## src/rtl/ahb_des_slave_regs.sv

```systemverilog
// AHB-Lite register front end for the Triple DES core: control/status, data and key
// registers, a start pulse to the core, stalled result reads and two-cycle error responses.
module ahb_des_slave_regs #(
    parameter logic [31:0] BASE_ADDR  = 32'hAAAA_AA00,
    parameter int          NUM_KEYS   = 3,
    parameter bit          BUSY_STALL = 1'b1,
    parameter int          MAX_WAIT   = 64
) (
    input  logic                     HCLK,
    input  logic                     HRESET,
    input  logic                     HSEL,
    input  logic [31:0]              HADDR,
    input  logic                     HWRITE,
    input  logic [1:0]               HTRANS,
    input  logic [2:0]               HSIZE,
    input  logic                     HREADY,
    input  logic [63:0]              HWDATA,
    output logic                     HREADYOUT,
    output logic                     HRESP,
    output logic [63:0]              HRDATA,
    output logic                     enable,
    output logic                     encryption_type,
    output logic [63:0]              data,
    output logic [64*NUM_KEYS-1:0]   key,
    input  logic [63:0]              output_data,
    input  logic                     core_done,
    output logic [1:0]               fsm_state
);

    // Bus handshake: an address phase is taken when HSEL & HREADY & HTRANS[1] and the slave
    // is in a state that ends a data phase (ACC without an error, or ERR2); a data phase
    // completes on the rising edge where HREADYOUT=1.
    typedef enum logic [1:0] {
        ST_ACC   = 2'd0,
        ST_STALL = 2'd1,
        ST_ERR1  = 2'd2,
        ST_ERR2  = 2'd3
    } state_t;

    localparam logic [4:0] SLOT_CTRL   = 5'd0;
    localparam logic [4:0] SLOT_STATUS = 5'd1;
    localparam logic [4:0] SLOT_DIN    = 5'd2;
    localparam logic [4:0] SLOT_DOUT   = 5'd3;
    localparam logic [4:0] SLOT_KEY0   = 5'd4;
    localparam logic [4:0] SLOT_END    = 5'(4 + NUM_KEYS);
    localparam logic [7:0] WAIT_LAST   = 8'(MAX_WAIT - 1);

    state_t       state;
    state_t       state_nxt;

    logic         dp_valid;
    logic         dp_write;
    logic [4:0]   dp_slot;
    logic [7:0]   wait_cnt;

    logic         mode_r;
    logic         busy_r;
    logic         done_r;
    logic         enable_r;
    logic [63:0]  data_in_r;
    logic [63:0]  data_out_r;
    logic [63:0]  key_r [NUM_KEYS];

    logic         addr_phase;
    logic         accepting;
    logic         capture;
    logic         dp_wr_acc;
    logic         ctrl_wr;
    logic         ctrl_err;
    logic         start_fire;
    logic         wr_commit;
    logic         dout_read_done;
    logic         done_accept;
    logic         busy_at_cap;
    logic [4:0]   cap_slot;
    logic         cap_illegal;
    logic         cap_stall;
    logic [63:0]  rd_mux;
    logic         unused_htrans0;

    assign unused_htrans0 = HTRANS[0];

    assign addr_phase  = HSEL & HREADY & HTRANS[1];
    assign dp_wr_acc   = (state == ST_ACC) & dp_valid & dp_write;
    assign ctrl_wr     = dp_wr_acc & (dp_slot == SLOT_CTRL);
    // START can only be seen in HWDATA, so a START-while-busy write is rejected in its data phase.
    assign ctrl_err    = ctrl_wr & HWDATA[0] & busy_r;
    assign start_fire  = ctrl_wr & HWDATA[0] & ~busy_r;
    assign wr_commit   = dp_wr_acc & ~ctrl_err;
    assign dout_read_done = (state == ST_ACC) & dp_valid & ~dp_write & (dp_slot == SLOT_DOUT);
    assign done_accept = core_done & busy_r;

    assign accepting   = ((state == ST_ACC) & ~ctrl_err) | (state == ST_ERR2);
    assign capture     = addr_phase & accepting;

    // Busy as it will be once the current edge has been taken into account.
    assign busy_at_cap = start_fire | (busy_r & ~core_done);
    assign cap_slot    = HADDR[7:3];

    assign cap_illegal = (HADDR[31:8] != BASE_ADDR[31:8])
                       | (HADDR[2:0] != 3'd0)
                       | (HSIZE != 3'b011)
                       | (cap_slot >= SLOT_END)
                       | (HWRITE & ((cap_slot == SLOT_STATUS) | (cap_slot == SLOT_DOUT)))
                       | (HWRITE & busy_at_cap & ((cap_slot == SLOT_DIN) | (cap_slot >= SLOT_KEY0)));

    assign cap_stall   = (BUSY_STALL != 1'b0) & ~HWRITE & (cap_slot == SLOT_DOUT) & busy_at_cap;

    always_comb begin
        state_nxt = state;
        case (state)
            ST_ACC, ST_ERR2: begin
                if (ctrl_err) begin
                    state_nxt = ST_ERR2;
                end else if (capture && cap_illegal) begin
                    state_nxt = ST_ERR1;
                end else if (capture && cap_stall) begin
                    state_nxt = ST_STALL;
                end else begin
                    state_nxt = ST_ACC;
                end
            end
            ST_STALL: begin
                if (done_accept) begin
                    state_nxt = ST_ACC;
                end else if (wait_cnt == WAIT_LAST) begin
                    state_nxt = ST_ERR1;
                end else begin
                    state_nxt = ST_STALL;
                end
            end
            ST_ERR1: state_nxt = ST_ERR2;
            default: state_nxt = ST_ACC;
        endcase
    end

    always_ff @(posedge HCLK or posedge HRESET) begin
        if (HRESET) begin
            state    <= ST_ACC;
            dp_valid <= 1'b0;
            dp_write <= 1'b0;
            dp_slot  <= 5'd0;
            wait_cnt <= 8'd0;
        end else begin
            state <= state_nxt;
            if (capture) begin
                dp_valid <= ~cap_illegal;
                dp_write <= HWRITE;
                dp_slot  <= cap_slot;
            end else if ((state != ST_STALL) || (state_nxt == ST_ERR1)) begin
                dp_valid <= 1'b0;
            end
            if (state == ST_STALL) begin
                wait_cnt <= wait_cnt + 8'd1;
            end else begin
                wait_cnt <= 8'd0;
            end
        end
    end

    always_ff @(posedge HCLK or posedge HRESET) begin
        if (HRESET) begin
            mode_r     <= 1'b0;
            busy_r     <= 1'b0;
            done_r     <= 1'b0;
            enable_r   <= 1'b0;
            data_in_r  <= 64'd0;
            data_out_r <= 64'd0;
            for (int k = 0; k < NUM_KEYS; k++) begin
                key_r[k] <= 64'd0;
            end
        end else begin
            enable_r <= start_fire;
            if (wr_commit && (dp_slot == SLOT_CTRL)) begin
                mode_r <= HWDATA[1];
            end
            if (wr_commit && (dp_slot == SLOT_DIN)) begin
                data_in_r <= HWDATA;
            end
            for (int k = 0; k < NUM_KEYS; k++) begin
                if (wr_commit && (dp_slot == 5'(4 + k))) begin
                    key_r[k] <= HWDATA;
                end
            end
            if (start_fire) begin
                busy_r <= 1'b1;
            end else if (done_accept) begin
                busy_r <= 1'b0;
            end
            if (done_accept) begin
                data_out_r <= output_data;
            end
            // A fresh result outranks a read that clears DONE on the same edge.
            if (done_accept) begin
                done_r <= 1'b1;
            end else if (start_fire || dout_read_done) begin
                done_r <= 1'b0;
            end
        end
    end

    always_comb begin
        rd_mux = 64'd0;
        case (dp_slot)
            SLOT_CTRL:   rd_mux = {62'd0, mode_r, 1'b0};
            SLOT_STATUS: rd_mux = {62'd0, done_r, busy_r};
            SLOT_DIN:    rd_mux = data_in_r;
            SLOT_DOUT:   rd_mux = data_out_r;
            default: begin
                for (int k = 0; k < NUM_KEYS; k++) begin
                    if (dp_slot == 5'(4 + k)) begin
                        rd_mux = key_r[k];
                    end
                end
            end
        endcase
    end

    assign HREADYOUT = ~((state == ST_STALL) | (state == ST_ERR1) | ctrl_err);
    assign HRESP     = (state == ST_ERR1) | (state == ST_ERR2) | ctrl_err;
    assign HRDATA    = ((state == ST_ACC) && dp_valid && !dp_write) ? rd_mux : 64'd0;

    assign enable          = enable_r;
    assign encryption_type = mode_r;
    assign data            = data_in_r;
    assign fsm_state       = state;

    for (genvar g = 0; g < NUM_KEYS; g++) begin : g_key_out
        assign key[64*g +: 64] = key_r[g];
    end

endmodule

```

## config.mk

```make
export PLATFORM = sky130hd
export DESIGN_NAME = ahb_des_slave_regs
export DESIGN_NICKNAME = d
export VERILOG_FILES = /design/src/rtl/ahb_des_slave_regs.sv
export SDC_FILE = /design/constraint.sdc
export NUM_CORES = 1
export LEC_CHECK = 0
export ABC_AREA = 1
export BUFFER_PORTS_ARGS = -buffer_cell sky130_fd_sc_hd__buf_4
export CAP_MARGIN = 40
export CORE_AREA = 2 2 193 195
export CTS_CLUSTER_SIZE = 20
export DETAILED_ROUTE_END_ITERATION = 6
export DIE_AREA = 0 0 195 197
export PLACE_DENSITY_LB_ADDON = 0.08
export SLEW_MARGIN = 10
export SYNTH_ARGS = -nofsm -noshare
export SYNTH_HDL_FRONTEND = slang
export SYNTH_SLANG_ARGS = --single-unit
```

## constraint.sdc

```tcl
create_clock -name HCLK -period 21.6 [get_ports HCLK]
set_clock_uncertainty 0.05 [all_clocks]
set_input_delay 5.4 -clock HCLK [delete_from_list [all_inputs] [get_ports HCLK]]
set_output_delay 5.4 -clock HCLK [all_outputs]
set_load 0.02 [all_outputs]
```

==> metrics.txt, run 1 <==
I/O pins 497; Worst Setup SP HWDATA[0]; CTS Sinks 341; cell area after synthesis 15500 sq um; post-layout min period 11.64 ns; worst-path fanout max 5; RSZ-0062 raised after global routing false; yosys warns 0; crit-path cells buf_4 > inv_1 > nor2_1 > nand3_2 > nand2_1 > inv_1 > buf_4; Initial Util 42.9%; row cnt 70; CTS H-tree lvls 2; Mean Syn Cell Area 9.19 sq um; final hold vios 0; Synth top area share 54.9%; nature of the critical path endpoint output pin; CP Class in -> out; Die ar. 38400 sq um; library cells used by synthesis 35; synthesized net count 1867; largest net degree at the start of global routing 108; Primary FF master, synth dfrtp_1; max_slew headroom 45.7%; Clock Tree Buf Depth 3; P_int 1170 uW; detail-routed via count per cell 5.48; CTS tree done; Adder-Cell Fraction of Synth Area 0.402%; Yosys top cell by area dfrtp_1; hold depth 1; cell area power density 82.8 nW/um^2; Detailed Routing Iterations Pass 1 5; sequential area share after synthesis 54.9%; Reg power frac 39.0%; worst path buffer plus inverter count 4; CP arrival 6.19 ns; DR iter-0 viols 845; setup TNS 0 ns; Hold Startpoint wait_cnt[0]; routability cong. 0.839; CTS buffer count 40; Setup crit start kind input pin; Max stage delay cell, worst path nor2_1; RR Endpoint key[20]; outcome completed; grt ovf 0; xor/xnor share of the synthesized area 0.113%; Hold Path Class reg -> reg; top cells by area, synth dfrtp_1, o21ai_0, nand2_1, mux2_2, inv_1; cts hold-fix bufs 0; max incr delay on CP 0.17 ns; Simple-Gate Fraction of Synth Area 13.8%; Post CTS Setup Buffer Count 0; CP top delay family simple AND/OR/NAND/NOR gates; layout cells sized above 1 30.8%; fin crit share 53.9%; Max Slew Vio Count 0; routed via count 14383; CTS root buf clkbuf_16; r2r setup slk 18.01 ns; Tot GR Track Use 29.1%; Yosys reg bits 341; Peak Freq 85.9 MHz; WHS Endpoint wait_cnt[0]; VDD IR max 0.0678 mV; Die Wd 195 um; ys async rst share 100%; clock share of power 37.5%; drt total wl 56.9 mm; number of routed nets with antenna violations 0; first-pass GRT wire length 85.8 mm; Area Growth Syn to Fin 34.0%; port buffer count 495; CTS resizes 0; final total power 1720 uW; routed wire length per instance 21.7 um; setup violators final 0; Clock Latency Late Sink 0.52 ns; sw frac 31.9%; Post-synth EDFFs 0; Synth top cells by count dfrtp_1, nand2_1, o21ai_0; core area 36300 sq um; max_cap viols 0; CP Data Required Time 16.15 ns; DPL Wire Length 37.5 mm; Final nets 2307; drt drc 0; Syn Inst Count 1691; largest family of logic cells by synthesized area compound AO/OA/AOI/OAI gates; mux cell area share after synthesis 4.49%; leakage power 0.0102 uW; Comb pwr share 23.5%; CTS clk-pin slew, worst paths 0.06 ns; most frequent cell after synthesis dfrtp_1; Worst Tran Pin Value 0.815 ns; Worst R2R Path Depth 10; die height 197 um; switching power 551 uW; Synth Area in Compound Gates 17.8%; initial antenna violation count 2; reg-to-reg startpoint dp_slot[2]; vias in the first global route 14027
==> state kept, by name, summed over array words and instances, names as in the netlist, 2 cells and up <==
register and flops:
data_out_r 64, key 192, wait_cnt 8, dp_slot 5, fsm_state 2, data 64
==> worst max path at each step <==
stage / cells past startpoint / to / slack (ns)
floorplan: 1 / busy_r / 6.70
global placement: 7 / HREADYOUT / 9.95
detailed placement: 7 / HREADYOUT / 9.95
CTS: 7 / HREADYOUT / 9.95
global route: 7 / HREADYOUT / 9.86
finish: 7 / HREADYOUT / 9.96
==> power by group through the flow <==
| stage | logic (uW) | clock network, uW | registers [uW] |
|---|---|---|---|
| 3_5_place_dp | 403 | 0 | 684 |
| 4_1_cts | 405 | 658 | 673 |
| 3_3_place_gp | 384 | 0 | 683 |
| 2_1_floorplan | 235 | 0 | 683 |
| 6_report | 405 | 648 | 673 |
| 5_1_grt | 434 | 686 | 675 |
==> layout by cell type (no fill, tap or decap), drive strengths merged <==
cell type    n
buf        520
dfrtp      341
o21ai      330
nand2      328
inv        178
nand3       78
nor3        64
mux2        62
clkbuf      62
a211oi      61
a221oi      60
nor2        35
a21oi       12
ha           5
clkinv       5
nand4        4
a41oi        3
diode        2
or2          2
a21boi       1
xor2         1
xnor2        1
o211a        1
a31oi        1
o2111ai      1
clkinvlp     1
==> routing by layer <==
| layer | up-vias | GRT usage [%] | wire (um) | share of wire (%) |
|---|---|---|---|---|
| met3 | 99 | 7.99 | 5260 | 9.2 |
| met4 | 0 | 11.2 | 1930 | 3.4 |
| li1 | 6627 | - | - | - |
| met1 | 7028 | 36.6 | 22400 | 39 |
| met5 | - | 0 | 0 | 0 |
| met2 | 629 | 48.0 | 27300 | 48 |
==> layout make-up <==
| type | instances | area, sq um |
|---|---|---|
| Antenna cell | 2 | 5.00 |
| Clock buffer | 62 | 1220 |
| Clock inverter | 6 | 32.5 |
| Fill cell | 3336 | 15400 |
| Inverter | 178 | 676 |
| Multi-Input combinational cell | 1050 | 5760 |
| Sequential cell | 341 | 8530 |
| Tap cell | 468 | 586 |
| Timing Repair Buffer | 520 | 4010 |
==> kinds of logic after synthesis <==
kind of cell,Yosys count
mux,62
buf+inv,300
xor+xnor,2
simple gates,511
fa+ha+maj,5
compound gates,470
flops,341
==> stage by stage <==
step / util [%] / worst slack (ns) / hold slack (ns) / area [sq um] / instances
floorplan: - / 6.70 / 0.383 / 15500 / 1691
finish: 57.4 / 9.96 / 0.411 / 20800 / 2627
detailed placement: 54.0 / 9.95 / 0.407 / 19600 / 2557
CTS: 57.4 / 9.95 / 0.414 / 20800 / 2625
global placement: 53.5 / 9.95 / 0.402 / 19400 / 2550
global route: 57.4 / 9.86 / 0.427 / 20800 / 2627
No activity file was read; power rests on OpenSTA's default activity.
==> inputs of run 2 (changes only) <==
clock period = 10.7 ns   (was 21.6 ns; I/O delays follow)
==> metrics.txt, run 2 (synthesized netlist as in run 1, its figures left out) <==
outcome completed (unchanged); Detailed Routing Iterations Pass 1 5 (unchanged); drt drc 0 (unchanged); drt total wl 57.0 mm (was 56.9 mm); reg-to-reg startpoint dp_slot[0] (was dp_slot[2]); final hold vios 0 (unchanged); Final nets 2307 (unchanged); setup violators final 0 (unchanged); number of routed nets with antenna violations 0 (unchanged); CTS H-tree lvls 2 (unchanged); most frequent cells in the layout buf_4, dfrtp_1, nand2_1 (unchanged); worst-path fanout max 52 (was 5); max_slew headroom 37.1% (was 45.7%); most common cell after layout, fill and taps aside buf_4 (unchanged); CTS resizes 0 (unchanged); CTS Sinks 341 (unchanged); detail-routed via count per cell 5.47 (was 5.48); DPL Wire Length 37.4 mm (was 37.5 mm); CTS clk-pin slew, worst paths 0.06 ns (about the same); Die Wd 195 um (unchanged); Most Frequent Cell on Critical Path buf_4; Worst Tran Pin Value 0.943 ns (was 0.815 ns); Die ar. 38400 sq um (unchanged); fillers 3395 (was 3336); Max Slew Vio Count 0 (unchanged); CTS buffer count 38 (was 40); worst path buffer plus inverter count 3 (was 4); Hold Startpoint wait_cnt[0] (unchanged); final total power 3460 uW (was 1720 uW); Post CTS Setup Buffer Count 0 (unchanged); area of the multi-input gates 5750 sq um (was 5760 sq um); Peak Freq 154 MHz; row cnt 70 (unchanged); nature of the critical path endpoint output pin (unchanged); die height 197 um (unchanged); port buffer count 495 (unchanged); Largest register FFs 192 (unchanged); grt ovf 0 (unchanged); max incr delay on CP 0.83 ns (was 0.17 ns); Worst R2R Path Depth 9 (was 10); Clock Tree Buf Depth 3 (unchanged); largest net degree at the start of global routing 156 (was 108); Area Growth Syn to Fin 33.7% (was 34.0%); routed wire length per instance 21.7 um (about the same); routability cong. 0.849 (was 0.839); setup TNS 0 ns (unchanged); CP Data Required Time 7.98 ns (was 16.15 ns); Hold Path Class reg -> reg (unchanged); Max stage delay cell, worst path buf_4 (was nor2_1); r2r setup slk 6.93 ns (was 18.01 ns); layout cells sized above 1 30.7% (was 30.8%); crit-path cells inv_1 > nand2_1 > nor3_4 > buf_4 > a221oi_1 > nor3_1 > buf_4 (was buf_4 > inv_1 > nor2_1 > nand3_2 > nand2_1 > inv_1 > buf_4); first-pass GRT wire length 87.0 mm (was 85.8 mm); CP top delay family buffers and inverters (was simple AND/OR/NAND/NOR gates); CTS root buf clkbuf_16 (unchanged); DR iter-0 viols 880 (was 845); post-layout min period 6.49 ns; cts hold-fix bufs 0 (unchanged); cell area power density 166 nW/um^2 (was 82.8 nW/um^2); initial antenna violation count 1 (was 2); Setup crit start kind flop (was input pin); Clock Latency Late Sink 0.52 ns (about the same); Tot GR Track Use 29.4% (was 29.1%); RSZ-0062 raised after global routing false (unchanged); CP Class reg -> out (was in -> out); RR Endpoint data[55] (was key[20]); register area 8530 sq um (unchanged); core area 36300 sq um (unchanged); hold depth 1 (unchanged); vias in the first global route 14332 (was 14027); leakage power 0.0102 uW (about the same); fin crit share 60.7%; I/O pins 497 (unchanged); max_cap viols 0 (unchanged); Initial Util 42.9% (unchanged); WHS Endpoint wait_cnt[0] (unchanged); CTS tree done (unchanged); VDD IR max 0.111 mV (was 0.0678 mV); routed via count 14349 (was 14383); CP arrival 3.77 ns (was 6.19 ns)
[run 2: how the worst max path moves through the flow]
stage	startpoint	to	slack, ns	depth (start not counted)
after floorplan	HRESET	busy_r	3.41	1
after global placement	HWDATA[0]	HREADYOUT	4.43	7
after detailed placement	HWDATA[0]	HREADYOUT	4.40	7
after CTS	dp_slot[0]	HRDATA[21]	4.21	7
after global routing	dp_slot[0]	HRDATA[21]	4.05	7
final	dp_slot[0]	HRDATA[21]	4.21	7
[run 2: metal layers]
layer	part of all wire [%]	track usage [%]	vias up	wire (um)
met4	3.2	9.92	0	1810
met5	0	0	-	0
met1	40	37.4	7032	23000
met3	8.1	7.05	104	4600
met2	48	49.4	597	27600
li1	-	-	6616	-
[run 2: cell type report]
class                           instances  share of cell area (%)
Clock inverter                          8                   0.463
Antenna cell                            1                  0.0120
Inverter                              178                    3.23
Multi-Input combinational cell       1050                    27.7
Tap cell                              468                    2.82
Sequential cell                       341                    41.0
Clock buffer                           56                    5.29
Timing Repair Buffer                  522                    19.5
[run 2: where the power goes]
part           leakage, uW  total (uW)  internal [uW]  switching (uW)
combinational      0.00492         818            252             566
clock             0.000585        1280            758             524
sequential         0.00469        1360           1330            29.7
[run 2: through the flow]
step | instances | instance area [sq um] | hold WS, ns | worst slack [ns] | utilization [%]
global route | 2624 | 20800 | 0.455 | 4.05 | 57.3
floorplan | 1691 | 15600 | 0.383 | 3.41 | -
finish | 2624 | 20800 | 0.422 | 4.21 | 57.3
CTS | 2621 | 20700 | 0.426 | 4.21 | 57.2
global placement | 2552 | 19400 | 0.406 | 4.43 | 53.6
detailed placement | 2557 | 19500 | 0.418 | 4.40 | 53.9
